[config.mk]
export PLATFORM = sky130hd
export DESIGN_NAME = fp_to_int
export DESIGN_NICKNAME = d
export VERILOG_FILES = /design/src/rtl/fp_to_int.sv
export SDC_FILE = /design/constraint.sdc
export NUM_CORES = 1
export LEC_CHECK = 0
export ABC_AREA = 0
export CORE_AREA = 8 8 89 91
export CTS_CLUSTER_SIZE = 25
export DETAILED_ROUTE_END_ITERATION = 8
export DIE_AREA = 0 0 97 99
export PLACE_DENSITY = 0.76
export SLEW_MARGIN = 15
export SYNTH_ARGS = -nofsm -noshare
export SYNTH_HDL_FRONTEND = slang
export SYNTH_SLANG_ARGS = --single-unit
export TNS_END_PERCENT = 100
[constraint.sdc]
create_clock -name clk -period 1.7 [get_ports clk]
set_clock_uncertainty 0.1 [all_clocks]
set_input_delay 0.34 -clock clk [delete_from_list [all_inputs] [get_ports clk]]
set_output_delay 0.34 -clock clk [all_outputs]
set_load 0.02 [all_outputs]
[src/rtl/fp_to_int.sv]
// Pipelined floating-point to signed fixed-point converter: truncates toward zero,
// saturates out-of-range magnitudes and infinities, and flags NaN inputs.
module fp_to_int #(
  parameter string FAMILY               = "Stratix 10",
  parameter int    EXPONENT_SIZE        = 8,
  parameter int    MANTISSA_SIZE        = 7,
  parameter int    INT_SIZE             = 16,
  parameter int    FIXED_POINT_POSITION = 0
) (
  input  logic                     clk,
  input  logic                     rst_n,
  input  logic                     valid_in,
  input  logic                     sign,
  input  logic [EXPONENT_SIZE-1:0] exponent,
  input  logic [MANTISSA_SIZE-1:0] mantissa,
  output logic                     valid_out,
  output logic [INT_SIZE-1:0]      dout,
  output logic                     overflow,
  output logic                     invalid
);

  localparam int BIAS            = 2 ** (EXPONENT_SIZE - 1) - 1;
  localparam int SHIFTER_LATENCY = ($clog2(INT_SIZE) + 1) / 2;
  localparam int SL              = SHIFTER_LATENCY;
  localparam int SW              = $clog2(INT_SIZE);
  localparam int BPS             = (SW + SL - 1) / SL;
  localparam int WW              = MANTISSA_SIZE + INT_SIZE;
  localparam int KR              = $clog2(INT_SIZE + FIXED_POINT_POSITION + 1);
  localparam int KW              = ((EXPONENT_SIZE > KR) ? EXPONENT_SIZE : KR) + 2;
  localparam logic signed [KW-1:0] K_TOP = KW'(INT_SIZE - 1);
  localparam logic [INT_SIZE-1:0]  SAT_MAX = {1'b0, {(INT_SIZE-1){1'b1}}};
  localparam logic [INT_SIZE-1:0]  SAT_MIN = {1'b1, {(INT_SIZE-1){1'b0}}};
  // Agilex stage-1 data stays unreset so it can retime into hyper-registers.
  localparam bit RESET_S1_DATA = (FAMILY != "Agilex");

  // Pipeline: index 0 is the decode register, 1..SL are the shift stages.
  logic [WW-1:0]        sh_q   [0:SL];
  logic [SW-1:0]        amt_q  [0:SL-1];
  logic [SL:0]          v_q;
  logic [SL:0]          sgn_q;
  logic [SL:0]          zero_q;
  logic [SL:0]          nan_q;
  logic [SL:0]          ovf_q;

  logic signed [KW-1:0] k_d;
  logic                 exp_max_d;
  logic                 exp_zero_d;
  logic                 nan_d;
  logic                 zero_d;
  logic                 ovf_d;
  logic [SW-1:0]        amt_d;

  always_comb begin
    k_d        = KW'(exponent) + KW'(FIXED_POINT_POSITION) - KW'(BIAS);
    exp_max_d  = &exponent;
    exp_zero_d = ~|exponent;
    nan_d      = exp_max_d && (mantissa != '0);
    zero_d     = 1'b0;
    ovf_d      = 1'b0;
    amt_d      = '0;
    if (exp_max_d) begin
      ovf_d = !nan_d;
    end else if (exp_zero_d || (k_d < 0)) begin
      zero_d = 1'b1;
    end else if (k_d > K_TOP) begin
      ovf_d = 1'b1;
    end else if ((k_d == K_TOP) && (!sign || (mantissa != '0))) begin
      ovf_d = 1'b1;
    end else begin
      // Exactly -2^(INT_SIZE-1) falls through here and is built by the shifter.
      amt_d = SW'(k_d);
    end
  end

  always_ff @(posedge clk) begin
    if (!rst_n) begin
      v_q[0] <= 1'b0;
    end else begin
      v_q[0] <= valid_in;
    end
  end

  always_ff @(posedge clk) begin
    if (RESET_S1_DATA && !rst_n) begin
      sh_q[0]   <= '0;
      amt_q[0]  <= '0;
      sgn_q[0]  <= 1'b0;
      zero_q[0] <= 1'b0;
      nan_q[0]  <= 1'b0;
      ovf_q[0]  <= 1'b0;
    end else begin
      sh_q[0]   <= WW'({1'b1, mantissa});
      amt_q[0]  <= amt_d;
      sgn_q[0]  <= sign;
      zero_q[0] <= zero_d;
      nan_q[0]  <= nan_d;
      ovf_q[0]  <= ovf_d;
    end
  end

  // Each stage applies its own slice of the shift amount; the binary point
  // sits MANTISSA_SIZE bits up, so the low bits end up as discarded fraction.
  for (genvar s = 0; s < SL; s++) begin : g_shift
    localparam logic [SW-1:0] MASK = SW'(((1 << BPS) - 1) << (s * BPS));

    always_ff @(posedge clk) begin
      if (!rst_n) begin
        v_q[s+1] <= 1'b0;
      end else begin
        v_q[s+1] <= v_q[s];
      end
    end

    always_ff @(posedge clk) begin
      sh_q[s+1]   <= sh_q[s] << (amt_q[s] & MASK);
      sgn_q[s+1]  <= sgn_q[s];
      zero_q[s+1] <= zero_q[s];
      nan_q[s+1]  <= nan_q[s];
      ovf_q[s+1]  <= ovf_q[s];
    end

    if (s < SL - 1) begin : g_amt
      always_ff @(posedge clk) begin
        amt_q[s+1] <= amt_q[s];
      end
    end
  end

  logic [INT_SIZE-1:0] mag_d;
  logic [INT_SIZE-1:0] dout_d;
  logic                overflow_d;
  logic                invalid_d;

  always_comb begin
    mag_d      = INT_SIZE'(sh_q[SL] >> MANTISSA_SIZE);
    dout_d     = '0;
    overflow_d = 1'b0;
    invalid_d  = 1'b0;
    if (nan_q[SL]) begin
      invalid_d = 1'b1;
    end else if (!zero_q[SL]) begin
      if (ovf_q[SL]) begin
        overflow_d = 1'b1;
        dout_d     = sgn_q[SL] ? SAT_MIN : SAT_MAX;
      end else begin
        dout_d = sgn_q[SL] ? -mag_d : mag_d;
      end
    end
  end

  always_ff @(posedge clk) begin
    if (!rst_n) begin
      valid_out <= 1'b0;
      dout      <= '0;
      overflow  <= 1'b0;
      invalid   <= 1'b0;
    end else begin
      valid_out <= v_q[SL];
      dout      <= dout_d;
      overflow  <= overflow_d;
      invalid   <= invalid_d;
    end
  end

endmodule
==> impl_metrics.env <==
export IMPL_grt_max_degree=25
export IMPL_antenna_left=0
export IMPL_hold_violations=0
export IMPL_crit_fanout=3
export IMPL_clk_latency_ns=0.34
export IMPL_reg2reg_setup_slack_ns=0.06
export IMPL_required_ns=1.84
export IMPL_maxSlewViolCount=0
export IMPL_grt_util_all_layers_pct=11.5
export IMPL_dp_cells=403
export IMPL_fp_coreArea_um2=6570
export IMPL_hp_start="mantissa[4]"
export IMPL_wl_um=5340
export IMPL_gp_congestion=0.859
export IMPL_antenna_cells=0
export IMPL_max_clock_freq_ghz=0.611
export IMPL_cp_data_arrival_time_ns=1.77
export IMPL_place_hpwl_um=3630
export IMPL_drive_gt1_share_pct=18.0
export IMPL_path_clk_slew_ns=0.07
export IMPL_power_mw=3.76
export IMPL_fp_dieH_um=99
export IMPL_utilization_pct=56.3
export IMPL_overflow=0
export IMPL_finalNonFillerCells=419
export IMPL_clock_power_share_pct=41.7
export IMPL_cts_buffer_depth=2
export IMPL_rsz0062_at_grt="yes"
export IMPL_drc_errors=0
export IMPL_clkSinkCount=75
export IMPL_grt_pass1_wl_um=9110
export IMPL_max_stage_delay_ns=0.33
export IMPL_h_tree_depth=3
export IMPL_synth_seq_cells=75
export IMPL_die_w_um=97
export IMPL_timing_critical_path_cells="inv_1, ha_2, nor3b_2, nand4_1, o31ai_1, xnor2_1, nor2_1"
export IMPL_critPathLaunchType="flop"
export IMPL_cts_tree="built"
export IMPL_syn_inst=285
export IMPL_power_density_nw_per_um2=1020
export IMPL_synth_ff_type="dfxtp_1"
export IMPL_final_area_um2=3700
export IMPL_syn_area_um2=2860
export IMPL_port_buffers=37
export IMPL_wire_per_inst_um=12.7
export IMPL_cts_buffers=9
export IMPL_hold_end="sh_q[0][4]"
export IMPL_viasPerCell=4.96
export IMPL_yosysSeqAreaShare_pct=52.6
export IMPL_drt_iter0_drc=114
export IMPL_status="completed"
export IMPL_yosys_warnings=0
export IMPL_slew_headroom_pct=72.6
export IMPL_firstDrtPassIters=4
export IMPL_synth_edf_count=0
export IMPL_switching_share_pct=21.5
export IMPL_synth_nets=308
export IMPL_rr_worst_depth=7
export IMPL_hold_depth=2
export IMPL_period_share_pct=96.2
export IMPL_setup_viol=0
export IMPL_p_sw_mw=0.809
export IMPL_period_minus_slack_ns=1.64
export IMPL_cp_slowest_cell="dfxtp_2"
export IMPL_rows=30
export IMPL_ys_types=45
export IMPL_vias=2080
export IMPL_grt_antenna_before_repair=0
export IMPL_synth_async_reset_ratio_pct=0
export IMPL_r2r_start="sh_q[0][53]"
export IMPL_seqPwrFrac_pct=49.0
export IMPL_fp_dieArea_um2=9600
export IMPL_layout_area_overhead_vs_synth_pct=29.5
export IMPL_start_util_pct=43.5
export IMPL_worst_path_buf_inv=1
export IMPL_cp_top_family="simple AND/OR/NAND/NOR gates"
export IMPL_min_path_type="in -> reg"
export IMPL_syn_area_per_cell_um2=10.0
export IMPL_r2r_end="dout[14]"
export IMPL_whs_ns=0.112
export IMPL_tightest_slew_ns=0.411
export IMPL_layout_commonest_cell="dfxtp_1"
export IMPL_pwr_share_comb_pct=9.2
export IMPL_critical_path_class="reg -> reg"
export IMPL_mostFrequentLayoutCells="dfxtp_1 (71), nor2_1 (35), mux2i_1 (17)"
export IMPL_dpl_cell_area_um2=3400
export IMPL_grt_pass1_vias=2076
export IMPL_cap_viol_max_count=0
export IMPL_p_leak_nw=1.63
export IMPL_ir_worst_vdd_mv=0.591
export IMPL_endpoint_kind="flop"
export IMPL_cts_hold_buf=0
export IMPL_cts_root_buf="clkbuf_8"
export IMPL_nNetsFinal=358
export IMPL_io_pins=38
export IMPL_p_int_mw=2.95
## routing by layer
layer / track usage [%] / up-vias / routed length (um)
met4: 6.86 / 0 / 133
met5: 0 / - / 0
met3: 4.34 / 12 / 286
met1: 11.8 / 928 / 2300
met2: 19.6 / 52 / 2610
li1: - / 1088 / -
## logic make-up (layout without fill, tap and decap cells)
family                   count (synthesis)  in the layout  share of synthesized area (%)
AO/OA/AOI/OAI                           43             43                           10.2
XOR/XNOR                                11             11                           3.37
adder cells (fa/ha/maj)                  4              4                           1.75
buffers and inverters                   22             76                           3.02
flip-flops                              75             75                           52.6
multiplexers                            19             19                           7.14
AND/OR/NAND/NOR                        111            111                           21.9
## cell usage after synthesis, types with 2 or more instances
master	number	share of area, %
dfxtp_1	75	53
nor2_1	35	4.6
mux2i_1	17	6.0
nand2_1	16	2.1
and2_1	12	2.6
clkbuf_1	12	1.6
o21ai_0	9	1.6
a21oi_1	8	1.4
nor2b_1	8	1.8
and3_1	7	1.5
inv_1	7	0.92
xnor2_1	7	2.1
nand3_1	6	1.1
a31oi_1	5	1.1
nor3b_1	5	1.3
and4_1	4	1.2
ha_1	4	1.8
nor3_1	4	0.70
o22a_1	4	1.2
o22ai_1	4	0.88
xor2_1	4	1.2
nand2b_1	3	0.66
a21boi_0	2	0.53
a311oi_1	2	0.61
buf_1	2	0.26
nor4_4	2	1.5
o32ai_1	2	0.61
o41ai_1	2	0.61
## what timing repair did
| action | 4_1_cts | 5_1_grt |
|---|---|---|
| setup endpoints to repair | 16 | 18 |
| setup buffers | 0 | 1 |
| resized for setup | 30 | 27 |
| pin swaps | 5 | 7 |
## worst max path at each step
stage	endpoint	from	cells after the start
detailed placement	ovf_q[0]	exponent[0]	7
global placement	amt_q[0][3]	exponent[0]	8
finish	dout[14]	sh_q[0][53]	7
global route	dout[15]	sh_q[0][58]	5
floorplan	dout[14]	sh_q[0][53]	7
CTS	overflow	overflow	1
## metrics by stage
| step | setup TNS [ns] | setup WS [ns] |
|---|---|---|
| 2_1_floorplan | 0 | 0.0199 |
| 3_3_place_gp | -2.87 | -0.486 |
| 3_5_place_dp | -3.26 | -0.567 |
| 4_1_cts | 0 | 0.000404 |
| 5_1_grt | -0.0411 | -0.0313 |
| 6_report | 0 | 0.0643 |
## flip-flops by register name, summed over array words and instances, names as in the netlist
register,count
overflow,1
zero_q,3
ovf_q,3
sh_q,35
sgn_q,3
valid_out,1
dout,16
nan_q,3
amt_q,6
v_q,3
invalid,1
## area by class of cell
type                    instances  area (um^2)
well taps                      80          100
clock buffers                  10          128
repair buffers                 54          494
multi-input cells             188         1340
inverters                       7         26.3
clock inverters                 5          103
flip-flops and latches         75         1510
fillers                       573         2870
## power by group through the flow
stage                     combinational, mW  sequential, mW  clock (mW)
after floorplan                       0.169            1.91           0
after global placement                0.338            1.88           0
after detailed placement              0.346            1.89           0
after CTS                             0.341            1.85        1.60
after global routing                  0.382            1.85        1.67
final                                 0.347            1.85        1.57
Power figures use the tool's default switching activity.
